`src/rtl/vram_pkg.sv`:
```
// Shared types for the framebuffer port arbiter: FSM states and the latched
// request record.
package vram_pkg;

  localparam int VRAM_ADDR_W = 24;
  localparam int VRAM_DATA_W = 16;
  localparam int VRAM_MASK_W = 4;

  typedef enum logic [1:0] {IDLE, ACTIVE, RELEASE} arb_state_t;

  // Field widths track the package constants; the arbiter's width parameters default to them.
  typedef struct packed {
    logic                   wr;
    logic [VRAM_MASK_W-1:0] mask;
    logic [VRAM_ADDR_W-1:0] addr;
    logic [VRAM_DATA_W-1:0] data;
  } vram_req_t;

endpackage

```
`src/rtl/vram_arbiter_rr_picker.sv`:
```
// Combinational round-robin picker: first set request after ptr, wrapping.
module rr_picker #(
  parameter int N  = 3,
  parameter int IW = (N > 1) ? $clog2(N) : 1
) (
  input  logic [N-1:0]  req_i,
  input  logic [IW-1:0] ptr_i,
  output logic [N-1:0]  gnt_o,
  output logic          valid_o,
  output logic [IW-1:0] idx_o
);

  int j;

  always_comb begin
    gnt_o   = '0;
    valid_o = 1'b0;
    idx_o   = '0;
    j       = 0;
    for (int i = 1; i <= N; i++) begin
      j = (int'(ptr_i) + i) % N;
      if (!valid_o && req_i[j]) begin
        valid_o  = 1'b1;
        gnt_o[j] = 1'b1;
        idx_o    = IW'(j);
      end
    end
  end

endmodule

```
`src/rtl/vram_arbiter.sv`:
```
// Round-robin owner of the single framebuffer port; one transaction in flight,
// requester fields latched at grant, watchdog converts a missing ack into a flagged ack.
module vram_arbiter
  import vram_pkg::*;
#(
  parameter int NUM_REQ = 3,
  parameter int ADDR_W  = VRAM_ADDR_W,
  parameter int DATA_W  = VRAM_DATA_W,
  parameter int MASK_W  = VRAM_MASK_W,
  parameter int TIMEOUT = 1024
) (
  input  logic                      clk,
  input  logic                      reset_ni,
  input  logic [NUM_REQ-1:0]        req_sel_i,
  input  logic [NUM_REQ-1:0]        req_wr_i,
  input  logic [NUM_REQ*MASK_W-1:0] req_mask_i,
  input  logic [NUM_REQ*ADDR_W-1:0] req_addr_i,
  input  logic [NUM_REQ*DATA_W-1:0] req_data_i,
  output logic [NUM_REQ-1:0]        req_ack_o,
  output logic [DATA_W-1:0]         req_data_o,
  output logic                      vram_sel_o,
  output logic                      vram_wr_o,
  output logic [MASK_W-1:0]         vram_mask_o,
  output logic [ADDR_W-1:0]         vram_addr_o,
  output logic [DATA_W-1:0]         vram_data_o,
  input  logic                      vram_ack_i,
  input  logic [DATA_W-1:0]         vram_data_i,
  output logic [NUM_REQ-1:0]        grant_o,
  output logic                      busy_o,
  output logic                      timeout_o
);

  localparam int PTR_W = $clog2(NUM_REQ);
  localparam int WD_W  = (TIMEOUT > 0) ? $clog2(TIMEOUT + 1) : 1;

  arb_state_t         state_q, state_d;
  vram_req_t          lat_q, lat_d;
  logic [PTR_W-1:0]   ptr_q, ptr_d;
  logic [PTR_W-1:0]   gidx_q, gidx_d;
  logic [WD_W-1:0]    wd_q, wd_d;
  logic [NUM_REQ-1:0] grant_q, grant_d;
  logic [NUM_REQ-1:0] ack_q, ack_d;
  logic [DATA_W-1:0]  rdata_q, rdata_d;
  logic               sel_q, sel_d;
  logic               to_q, to_d;

  logic [NUM_REQ-1:0] pick_gnt;
  logic               pick_vld;
  logic [PTR_W-1:0]   pick_idx;
  logic               wd_exp;

  rr_picker #(.N(NUM_REQ), .IW(PTR_W)) u_pick (
    .req_i   (req_sel_i),
    .ptr_i   (ptr_q),
    .gnt_o   (pick_gnt),
    .valid_o (pick_vld),
    .idx_o   (pick_idx)
  );

  assign wd_exp = (TIMEOUT != 0) && (wd_q == WD_W'(TIMEOUT - 1));

  always_comb begin
    state_d = state_q;
    lat_d   = lat_q;
    ptr_d   = ptr_q;
    gidx_d  = gidx_q;
    wd_d    = wd_q;
    grant_d = grant_q;
    ack_d   = '0;
    rdata_d = rdata_q;
    sel_d   = sel_q;
    to_d    = to_q;
    unique case (state_q)
      IDLE: if (pick_vld) begin
        lat_d.wr   = req_wr_i[pick_idx];
        lat_d.mask = req_mask_i[int'(pick_idx)*MASK_W +: MASK_W];
        lat_d.addr = req_addr_i[int'(pick_idx)*ADDR_W +: ADDR_W];
        lat_d.data = req_data_i[int'(pick_idx)*DATA_W +: DATA_W];
        grant_d    = pick_gnt;
        gidx_d     = pick_idx;
        sel_d      = 1'b1;
        wd_d       = '0;
        state_d    = ACTIVE;
      end
      ACTIVE: begin
        // A real ack beats a simultaneous watchdog expiry.
        if (vram_ack_i || wd_exp) begin
          sel_d   = 1'b0;
          ack_d   = grant_q;
          rdata_d = vram_ack_i ? vram_data_i : '0;
          to_d    = to_q | ~vram_ack_i;
          ptr_d   = gidx_q;
          state_d = RELEASE;
        end else begin
          wd_d = wd_q + 1'b1;
        end
      end
      RELEASE: begin
        grant_d = '0;
        state_d = IDLE;
      end
      default: state_d = IDLE;
    endcase
  end

  always_ff @(posedge clk) begin
    if (!reset_ni) begin
      state_q <= IDLE;
      lat_q   <= '0;
      ptr_q   <= PTR_W'(NUM_REQ - 1);
      gidx_q  <= '0;
      wd_q    <= '0;
      grant_q <= '0;
      ack_q   <= '0;
      rdata_q <= '0;
      sel_q   <= 1'b0;
      to_q    <= 1'b0;
    end else begin
      state_q <= state_d;
      lat_q   <= lat_d;
      ptr_q   <= ptr_d;
      gidx_q  <= gidx_d;
      wd_q    <= wd_d;
      grant_q <= grant_d;
      ack_q   <= ack_d;
      rdata_q <= rdata_d;
      sel_q   <= sel_d;
      to_q    <= to_d;
    end
  end

  assign req_ack_o   = ack_q;
  assign req_data_o  = rdata_q;
  assign vram_sel_o  = sel_q;
  assign vram_wr_o   = lat_q.wr;
  assign vram_mask_o = lat_q.mask;
  assign vram_addr_o = lat_q.addr;
  assign vram_data_o = lat_q.data;
  assign grant_o     = grant_q;
  assign busy_o      = (state_q != IDLE);
  assign timeout_o   = to_q;

endmodule
```
`config.mk`:
```
export PLATFORM = sky130hd
export DESIGN_NAME = vram_arbiter
export DESIGN_NICKNAME = d
export VERILOG_FILES = /design/src/rtl/vram_pkg.sv /design/src/rtl/vram_arbiter_rr_picker.sv /design/src/rtl/vram_arbiter.sv
export SDC_FILE = /design/constraint.sdc
export NUM_CORES = 1
export LEC_CHECK = 0
export ABC_AREA = 1
export CAP_MARGIN = 30
export CORE_ASPECT_RATIO = 1.4
export CORE_MARGIN = 1
export CORE_UTILIZATION = 45
export CTS_BUF_LIST = sky130_fd_sc_hd__clkbuf_16
export DETAILED_ROUTE_END_ITERATION = 8
export GPL_TIMING_DRIVEN = 0
export HOLD_SLACK_MARGIN = 0.1
export PLACE_DENSITY = 0.87
export SETUP_SLACK_MARGIN = 0.2
export SLEW_MARGIN = 20
export SYNTH_ARGS = -nofsm -noshare
export SYNTH_HDL_FRONTEND = slang
export SYNTH_SLANG_ARGS = --single-unit
```
`constraint.sdc`:
```
create_clock -name clk -period 6.2 [get_ports clk]
set_input_delay 0.93 -clock clk [delete_from_list [all_inputs] [get_ports clk]]
set_output_delay 0.93 -clock clk [all_outputs]
set_load 0.01 [all_outputs]
```
==> impl_metrics.ini <==
[hold_path]
hold_path_class = reg2reg

[drt]
drc = 0
wl_um = 16100
met2_length_um = 8420
ant_nets = 0
wl_met1_um = 6010
via_per_inst = 5.05
met3_length_um = 1140
drtPass1Iterations = 5
wl_per_cell_um = 14.2
vias = 5747
top_layer = met4
drt_iter0_markers = 302

[final_layout]
antenna_cells = 0
area_delta_synth_final_pct = 56.5
drive_above_1_share_pct = 6.41
final_area_um2 = 7640
num-fill-cells = 867
mostFrequentLayoutCells = clkdlybuf4s50_1, nand2_1, inv_1, a21oi_1, nand3_1
final_common_cell = clkdlybuf4s50_1
nets = 1156

[die]
core-area_um2 = 10500
placementRows = 44
start_util_pct = 46.7
die-height_um = 125
io_pins = 227
dieWidth_um = 90.0
dieArea_um2 = 11300

[logic_synthesis]
synth_largest_area_cell = dfxtp_1
synth_area_leaders = dfxtp_1, nand2_1, a21oi_1
ys_seq_area_share_pct = 35.3
ys.warnings.count = 0
yosysUniqueCellTypes = 32
synthCells = 757
synth-seq-cells = 86
synth_area_um2 = 4880
synth_top_area_share_pct = 35.3
avgSynthCellArea_um2 = 6.45
synthesis.nets = 919

[timing]
slew_headroom_pct = 63.1
worstMarginPinSlew_ns = 0.554
grt_setup_unrepaired = no
timing.final.crit_share_pct = 41.5
max_freq_ghz = 0.388
fin_crit_ns = 2.57
worst_clock_skew_ns = 0.00763
drv_slew = 0
final_hold_viol_count = 0
setup_viol = 0
setup_tns_ns = 0

[placed_design]
placed_cell_area_um2 = 7320
port_buffers = 226
dpl.hpwl_um = 12300
gp_congestion = 0.878

[clocking]
cts_setup_buffers = 0
numCtsBuffers = 9
cts_hold_buf = 0
clk_pin_slew_ns = 0.07
clkSinkCount = 86
cts_buffer_depth = 2
clockRootBuffer = clkbuf_16
htree_levels = 3
clk_latency_ns = 0.35
cts_tree = done
ctsResizeCount = 0

[global_routing]
grt_pass1_vias = 5467
grt_max_degree = 16
grt_pass1_wl_um = 25800
antenna_found_initial = 0
grtUsageTotal_pct = 28.5
overflow = 0

[worst_setup_path]
path_max_fanout = 10
worst_ep_arrival_time_ns = 2.85
worstSetupPathType = in2reg
endpoint_kind = flip-flop
critPathLaunchType = input port
cp.required_ns = 6.48

[power]
irDropWorstVdd_mv = 0.192
internal_power_w = 0.00157
p_sw_share_pct = 37.8
pwr-share-comb_pct = 47.5
p_per_area_nw_per_um2 = 331
p_sw_w = 0.000956
pwr-share-clk_pct = 23.4
seq_power_share_pct = 29.1
leakage_nw = 3.28

[outcome]
status = finished, final reports clean

[flow_run]
drv_cap = 0
==> cell families (layout without fill, tap and decap cells) <==
logic type | after synthesis | after routing | share of synthesized area (%)
DFF | 86 | 86 | 35.3
AOI/OAI and AO/OA | 141 | 141 | 14.8
and+or+nand+nor | 361 | 361 | 33.5
adders and majority gates | 5 | 5 | 1.28
xor gates and xnor gates | 4 | 4 | 0.718
buffers and inverters | 160 | 402 | 14.4
==> stage by stage <==
stage / utilization [%] / hold WS (ns) / std cells / total power, W / setup WS (ns)
final: 73.1 / 0.460 / 1137 / 0.00253 / 3.63
after global routing: 73.1 / 0.477 / 1137 / 0.00269 / 3.43
after CTS: 73.1 / 0.453 / 1137 / 0.00253 / 3.66
after detailed placement: 70.0 / 0.448 / 1121 / 0.00194 / 3.30
after global placement: 70.0 / 0.437 / 1121 / 0.00192 / 3.32
after floorplan: - / 0.441 / 757 / 0.00142 / 4.11
==> power by group through the flow <==
| stage | Combinational [W] | Sequential [W] | Clock (W) |
|---|---|---|---|
| 2_1_floorplan | 0.000636 | 0.000788 | 0 |
| 4_1_cts | 0.00120 | 0.000736 | 0.000597 |
| 3_5_place_dp | 0.00119 | 0.000744 | 0 |
| 5_1_grt | 0.00132 | 0.000749 | 0.000625 |
| 3_3_place_gp | 0.00118 | 0.000742 | 0 |
| 6_report | 0.00120 | 0.000737 | 0.000591 |
==> per-layer routing <==
layer / vias up / global-route usage (%)
met2: 247 / 53.3
met3: 44 / 7.66
met4: 0 / 13.3
li1: 2883 / -
met5: - / 0
met1: 2573 / 29.1
==> worst max-delay path: stages <==
cell and delay, ns:
clkdlybuf4s50_1 0.53, inv_1 0.10, o21ai_1 0.20, nand2_2 0.11, nand3_1 0.10, nand2_1 0.09
inv_2 0.15, clkbuf_1 0.34, o21ai_0 0.16, a21oi_1 0.14
==> synth_stat cells (all sizes together) <==
master,count
clkbuf,11
nor2,86
nand3,91
nand4,1
o221ai,1
xor2,3
o21ai,36
inv,117
nor3,6
a21oi,99
o211ai,1
a31oi,1
o211a,1
xnor2,1
dfxtp,86
ha,5
nand3b,25
nand2,152
a21boi,1
o31ai,1
buf,32
==> registers in the layout, summed over array words and instances (netlist names), 3 cells and up <==
name / flops
vram_addr_o: 24
req_data_o: 16
vram_data_o: 16
wd_q: 11
vram_mask_o: 4
grant_o: 3
req_ack_o: 3
==> final cells by class <==
| type | instances | area, um2 | area share, % |
|---|---|---|---|
| clock inverters | 7 | 97.6 | 1.28 |
| inverters | 117 | 439 | 5.75 |
| well taps | 138 | 173 | 2.26 |
| flip-flops and latches | 86 | 1720 | 22.5 |
| multi-input cells | 511 | 2460 | 32.2 |
| clock buffers | 9 | 225 | 2.95 |
| plain buffers | 43 | 264 | 3.46 |
| repair buffers | 226 | 2260 | 29.6 |
==> worst paths after layout <==
check                 from         endpoint  slack (ns)  cells after the start
max           req_sel_i[2]        vram_wr_o        3.63                     10
max reg2reg       ptr_q[0]  vram_addr_o[14]        3.90                     14
min          req_data_o[1]    req_data_o[1]        0.46                      2
min reg2reg  req_data_o[1]    req_data_o[1]        0.46                      2
(Power assumes the default switching activity.)
